--- src/rtl/div_issue_ctrl.sv ---
// Issue/response sequencer for the 32-bit iterative divider: handles RV32M
// special cases, a one-entry DIV/REM result cache and flush/drain of runs.
module div_issue_ctrl #(
  parameter int WIDTH    = 32,
  parameter bit CACHE_EN = 1'b1
) (
  input  logic             clk,
  input  logic             rst_n,
  input  logic             req_valid,
  output logic             req_ready,
  input  logic [1:0]       req_op,
  input  logic [WIDTH-1:0] req_rs1,
  input  logic [WIDTH-1:0] req_rs2,
  input  logic [4:0]       req_rd,
  input  logic             flush,
  output logic             rsp_valid,
  input  logic             rsp_ready,
  output logic [WIDTH-1:0] rsp_data,
  output logic [4:0]       rsp_rd,
  output logic             div_start,
  output logic             div_sign,
  output logic [WIDTH-1:0] div_dividend,
  output logic [WIDTH-1:0] div_divisor,
  input  logic [WIDTH-1:0] div_quotient,
  input  logic [WIDTH-1:0] div_remainder,
  input  logic             div_busy
);

  typedef enum logic [2:0] {IDLE, ISSUE, WAIT, RESP, DRAIN} state_t;

  localparam logic [WIDTH-1:0] ONES = '1;
  localparam logic [WIDTH-1:0] MIN  = {1'b1, {(WIDTH-1){1'b0}}};

  state_t           state;
  logic             op_rem;
  logic             cache_valid;
  logic             cache_sign;
  logic [WIDTH-1:0] cache_rs1;
  logic [WIDTH-1:0] cache_rs2;
  logic [WIDTH-1:0] cache_q;
  logic [WIDTH-1:0] cache_r;

  logic             req_sign;
  logic             req_rem;
  logic             div_zero;
  logic             overflow;
  logic             cache_hit;
  logic [WIDTH-1:0] special_val;
  logic [WIDTH-1:0] hit_val;
  logic [WIDTH-1:0] done_val;

  assign req_ready = (state == IDLE);

  // Decode the incoming request: special cases take priority over the cache.
  always_comb begin
    req_sign    = ~req_op[0];
    req_rem     = req_op[1];
    div_zero    = (req_rs2 == '0);
    overflow    = req_sign && (req_rs1 == MIN) && (req_rs2 == ONES);
    cache_hit   = CACHE_EN && cache_valid && (cache_rs1 == req_rs1) &&
                  (cache_rs2 == req_rs2) && (cache_sign == req_sign);
    special_val = div_zero ? (req_rem ? req_rs1 : ONES)
                           : (req_rem ? '0 : MIN);
    hit_val     = req_rem ? cache_r : cache_q;
    done_val    = op_rem ? div_remainder : div_quotient;
  end

  always_ff @(posedge clk or negedge rst_n) begin
    if (!rst_n) begin
      state        <= IDLE;
      op_rem       <= 1'b0;
      rsp_valid    <= 1'b0;
      rsp_data     <= '0;
      rsp_rd       <= '0;
      div_start    <= 1'b0;
      div_sign     <= 1'b0;
      div_dividend <= '0;
      div_divisor  <= '0;
      cache_valid  <= 1'b0;
      cache_sign   <= 1'b0;
      cache_rs1    <= '0;
      cache_rs2    <= '0;
      cache_q      <= '0;
      cache_r      <= '0;
    end else begin
      div_start <= 1'b0;
      case (state)
        IDLE: begin
          if (req_valid && !flush) begin
            div_dividend <= req_rs1;
            div_divisor  <= req_rs2;
            div_sign     <= req_sign;
            op_rem       <= req_rem;
            rsp_rd       <= req_rd;
            if (div_zero || overflow) begin
              rsp_data  <= special_val;
              rsp_valid <= 1'b1;
              state     <= RESP;
            end else if (cache_hit) begin
              rsp_data  <= hit_val;
              rsp_valid <= 1'b1;
              state     <= RESP;
            end else begin
              div_start <= 1'b1;
              state     <= ISSUE;
            end
          end
        end
        ISSUE: begin
          state <= flush ? DRAIN : WAIT;
        end
        WAIT: begin
          // A flush that coincides with completion still discards the result.
          if (flush) begin
            state <= div_busy ? DRAIN : IDLE;
          end else if (!div_busy) begin
            rsp_data    <= done_val;
            rsp_valid   <= 1'b1;
            cache_valid <= 1'b1;
            cache_sign  <= div_sign;
            cache_rs1   <= div_dividend;
            cache_rs2   <= div_divisor;
            cache_q     <= div_quotient;
            cache_r     <= div_remainder;
            state       <= RESP;
          end
        end
        RESP: begin
          if (flush || rsp_ready) begin
            rsp_valid <= 1'b0;
            state     <= IDLE;
          end
        end
        DRAIN: begin
          if (!div_busy) state <= IDLE;
        end
        default: state <= IDLE;
      endcase
    end
  end

endmodule

--- config.mk ---
export PLATFORM = sky130hd
export DESIGN_NAME = div_issue_ctrl
export DESIGN_NICKNAME = d
export VERILOG_FILES = /design/src/rtl/div_issue_ctrl.sv
export SDC_FILE = /design/constraint.sdc
export NUM_CORES = 1
export LEC_CHECK = 0
export ABC_AREA = 1
export BUFFER_PORTS_ARGS = -buffer_cell sky130_fd_sc_hd__clkbuf_2
export CAP_MARGIN = 10
export CORE_MARGIN = 8
export CORE_UTILIZATION = 40
export CTS_BUF_LIST = sky130_fd_sc_hd__clkbuf_16
export DETAILED_ROUTE_END_ITERATION = 7
export PLACE_DENSITY_LB_ADDON = 0.08
export REMOVE_ABC_BUFFERS = 1
export SYNTH_ARGS = -nofsm -noshare
export SYNTH_HDL_FRONTEND = slang
export SYNTH_SLANG_ARGS = --single-unit
--- constraint.sdc ---
create_clock -name clk -period 3 [get_ports clk]
set_input_delay 0.45 -clock clk [delete_from_list [all_inputs] [get_ports clk]]
set_output_delay 0.45 -clock clk [all_outputs]
set_load 0.005 [all_outputs]
### Word level (Yosys, flattened, before mapping)

Cells that the tools add are included.
Widths: inputs -> output; s select.

* word-level logic and storage cells: 84
* output and inout bits: 105
* bits in registers: 238

* muxes and demuxes: 32
* equality and inequality tests: 16
* bitwise gates (word level): 3
* reduce and logical (&&, ||, !) cells: 18

Operators with widths (number)
* $mux 32: 10
* $eq 32x32->1: 2
* $eq 32x32->1 const B: 2
* $pmux 32 s2: 1
* $logic_not 32->1: 1
* $mux 3: 7
* $pmux 3 s5: 1
* $mux 1: 10
* $ne 2x2->1 const B: 4
* $eq 3x2->1 const B: 2
* $logic_and 1x1->1: 6
* $reduce_and 6->1: 1
* $reduce_and 5->1: 1
* $mux 2: 2
* $reduce_and 4->1: 1
* $eq 3x1->1 const B: 1
* $eq 3x3->1 const B: 1
* $logic_not 3->1: 1
* $ne 3x1->1 const B: 1
* $ne 3x3->1 const B: 1
* $not 1->1: 3
* $pmux 1 s3: 1
* $reduce_and 3->1: 1
* $reduce_bool 3->1: 1
* other kinds (6): 7

### Depth between registers and ports, before layout

* depth after elaboration: 8
* gate-level depth with buffers: 14
* mapped depth without buffers: 13

### Worst setup path after synthesis

No wires, ideal clock.

* path kind: input-to-reg
* start point: input req_rs1[30]
* end point: register rsp_data[0]
* data required time: 2884 ps
* arrival time: 1551 ps
* stages on the path: 13
* buffers on the path: 1
* slack: 1333 ps
* path through: inv_1 -> nand3_1 -> nor2_1 -> nand2_1 -> nor2_1 -> nand3_2 -> nand2_1 -> inv_2 -> nand3_2 -> nand2_4 -> buf_6 -> nand2_1 -> nand2_1

* word-level cells in the longest chain between the ends: 7
* elaborated cells on any way between the ends: 13
* classes of those cells: 3 x eq/ne; 3 x mux; 7 x reduce/logical

Ends and longest elaborated chain
* start: declaration: RTL line 12 `input logic [WIDTH-1:0] req_rs1,`
* $eq 32x32->1: RTL line 59 `overflow = req_sign && (req_rs1 == MIN) && (req_rs2 == ONES);`
* $logic_and 1x1->1 (2 in series): RTL line 59
* $logic_or 1x1->1: RTL line 95 `if (div_zero || overflow) begin`
* $mux 32: RTL line 95
* $mux 32: RTL line 89 `if (req_valid && !flush) begin`
* $pmux 32 s2: RTL line 87 `case (state)`
* end signal: assignment: RTL line 96 `rsp_data <= special_val;`
* end signal: assignment: RTL line 100 `rsp_data <= hit_val;`
* end signal: assignment: RTL line 117 `rsp_data <= done_val;`
* end: declaration: RTL line 18 `output logic [WIDTH-1:0] rsp_data,`

Parallel ways exist; a longest one is shown, timed or not. The select of a mux whose other input is x is not followed.
A chain may end at the register's enable or synchronous reset.

### Worst setup path in the final report

* start point: register state[1]
* end point: register rsp_data[11]

* word-level cells in the longest chain between the ends: 3
* elaborated cells on any way between the ends: 9
* classes of those cells: 5 x eq/ne; 1 x mux; 3 x reduce/logical

Ends and longest elaborated chain
* start: declaration: RTL line 34 `state_t state;`
* start signal: assignment: RTL line 110 `state <= flush ? DRAIN : WAIT;`
* start signal: assignment: RTL line 115 `state <= div_busy ? DRAIN : IDLE;`
* $eq 3x2->1 or $logic_not 3->1 (tied branches): RTL line 87
* $ne 2x2->1 (no line) (tied with other cells)
* $reduce_and 5->1 (no line)

Parallel ways exist; a longest one is shown, timed or not.

==> results.md <==
* Routed len/inst at 16.8 microns
* Top post-synthesis cells by count: 468 x nand2_1, 238 x dfrtp_1, 155 x nor2_1
* Final WS setup at 0.645 ns
* Pleak at 7.85 nW
* Mux share of post-synthesis cell area at 5.37%
* Post-CTS sizing at 0
* Status: finished clean
* Starting density of the core at 40.5%
* Ys async rst share at 100%
* DP Worst Slack at 0.461 ns
* Routed met3 length at 1.98 mm
* Sequential Area at 5960 sq um
* Crit Path Class: reg2reg
* Clk sink count at 238
* CP max FO at 33
* Total power at 14.2 mW
* # setup viols final at 0
* PortBufs at 245
* Crit-path max cell delay at 0.58 ns
* Critical Path Stages at 7
* First-pass GRT wire length at 58.3 mm
* Rows at 63
* Simple-gate share of the synthesized area at 24.3%
* Most frequent cell after synthesis: nand2_1
* Antenna violations before repair at 1
* Top Layer Used: met5
* Area contributors post-synth: dfrtp_1 50%, nand2_1 15%, mux2_2 5.3%, nor2_1 4.9%, a21oi_1 4.7%
* Wl on met1 at 17.0 mm
* Worst Max-Slew Pin Slew at 0.724 ns
* Vias at 10.5k
* Root Driver: clkbuf_16
* Combinational family with the most area after synthesis: simple AND/OR/NAND/NOR gates
* Cell mode on critical path: nand2_1
* Post-Synth Adder-Cell Area at 0%
* Total GRT Usage at 20.0%
* Worst path slowest cell: nor3_4
* CP required at 3.42 ns
* Layout cells sized above 1 at 21.6%
* Number of H-tree levels at 1
* Largest net degree at the start of global routing at 76
* Worst vdd ir at 0.000425 V
* Worst Hold Depth at 2
* Synth area leader: dfrtp_1
* Top-area cell type share of the netlist area at 49.9%
* Post-DP HPWL at 25.8 mm
* Total congestion overflow at 0
* Reg-to-Reg Start: state[1]
* Post-synthesis cell count at 1,520
* Dpl cell area at 13,600 sq um
* N_diodes at 0
* IO Count at 246
* DRT Pass-1 Iters at 5
* Core area at 29,500 sq um
* Final WL at 36.2 mm
* Hold path startpoint: req_rd[2]
* Skew-Pair Late Insertion Delay at 0.54 ns
* Vias per cell at 4.86
* Worst Setup End Kind: flop
* Num CTS Buffers at 28
* Final hold vios at 0
* Met2 wire len at 16.6 mm
* Max-cap violations at 0
* Layout Nets at 1,881
* Antenna-violating nets left at 0
* Hold Crit Class: in2reg
* Die area at 35,600 sq um
* FF+latch count, synth at 238
* Area share of xor/xnor cells in the synthesized design at 1.39%
* Post-route DRC at 0
* Combined area of the multi-input logic cells at 5060 sq um
* Clk slew on worst S/H paths at 0.06 ns
* Post-synthesis compound-gate area fraction at 11.2%
* CP top delay family: simple AND/OR/NAND/NOR gates
* Beginning of the critical path: state[1]
* Min Tclk post-route at 2.36 ns
* TritonCTS clock tree: built
* Critical path arrival at 2.78 ns
* Final period util at 78.5%
* WHS at 0.146 ns
* Seq/Total Area, Yosys at 49.9%
* Max-slew violations at 0
* Iter 0 DRT Violations at 799
* Final Skew at 0.0103 ns
* Fill count at 2,986
* Gpl congestion at 0.804
* Final Instance Area at 14,500 sq um
* Worst R2R Path Depth at 7
* CP Launch Type: flop
* CP Cell Sequence: nand2_2 > buf_4 > o21ai_1 > nor3_4 > nand2_4 > nand2_1 > nand2_1
* Die H at 189 microns
* Yosys Warn Count at 0
* Synth cell types at 31
* Buf+Inv Stages, Crit Path at 1
* RSZ-0062 raised after global routing: false
* P&R area growth vs syn at 21.2%
* Number of synthesized flops with an enable pin at 0
* Avg Inst Size Synth at 7.85 sq um
* Primary FF master, synth: dfrtp_1
* Fmax at 425 MHz
* Die X at 189 microns
* PwrDens at 979 nW/um^2
* Maximum root-to-sink buffer count at 3
* Max_slew headroom at 51.6%
* Vias in the first global route at 10.6k
* Post-Syn Area at 11,900 sq um
## metal layers
metal / up-vias / track usage (%)
met4: 2 / 4.18
li1: 5284 / -
met1: 4840 / 28.1
met3: 41 / 3.53
met2: 297 / 32.0
met5: - / 0
## cell families after synthesis
family | Yosys count
and+or+nand+nor | 724
AOI/OAI and AO/OA | 250
DFF | 238
buffers and inverters | 232
muxes | 57
xor gates and xnor gates | 19
## final cells by class
cell class | instances | area share, %
Sequential cell | 238 | 41.2
Multi-Input combinational cell | 1050 | 35.0
Timing Repair Buffer | 269 | 10.5
Clock buffer | 29 | 5.02
Inverter | 153 | 3.97
Tap cell | 390 | 3.37
Clock inverter | 23 | 1.03
## per-stage QoR
| step | TNS [ns] | util [%] | cells |
|---|---|---|---|
| final | 0 | 49.1 | 2152 |
| after global routing | 0 | 49.1 | 2152 |
| after detailed placement | 0 | 46.1 | 2099 |
| after floorplan | -265.73 | - | 1441 |
| after CTS | 0 | 49.1 | 2152 |
| after global placement | 0 | 46.1 | 2099 |
## power breakdown
part           switching (mW)  total [mW]  internal, mW
sequential               1.03        5.73          4.70
clock                    1.36        3.27          1.90
combinational            2.98        5.17          2.20
total                    5.37        14.2          8.80
## layout by cell type, fill, tap and decap left out, types with 8 or more instances in the layout
cell type	netlist	layout
nand2_1	468	466
clkbuf_2	1	244
dfrtp_1	238	237
inv_1	148	156
nor2_1	155	155
a21oi_1	112	112
o21ai_0	105	105
nand3_1	74	74
mux2_2	56	56
a211oi_1	31	31
clkbuf_16	0	29
xnor2_1	19	19
buf_4	3	15
nand4_1	8	8
clkinv_1	0	8
buf_12	0	8
## state kept, by name, summed over array words and instances, names as in the netlist, 5 cells and up
name / flops
rsp_rd: 5
div_divisor: 32
cache_rs2: 32
cache_rs1: 32
rsp_data: 32
cache_q: 32
div_dividend: 32
cache_r: 32
## final timing paths
kind                       slack (ns)            to
hold reg to reg                  0.46   cache_valid
hold / removal                   0.15     rsp_rd[2]
max in group asynchronous        1.71   cache_r[23]
min in group asynchronous        0.49     rsp_rd[1]
setup / recovery                 0.64  rsp_data[11]
setup reg to reg                 0.64  rsp_data[11]
## what timing repair did
item                                   4_1_cts  5_1_grt
hold buffers                                 1        0
setup buffers                                0        0
endpoints found under the hold margin       69        0
Note: power is estimated with default switching activity, not from simulation.
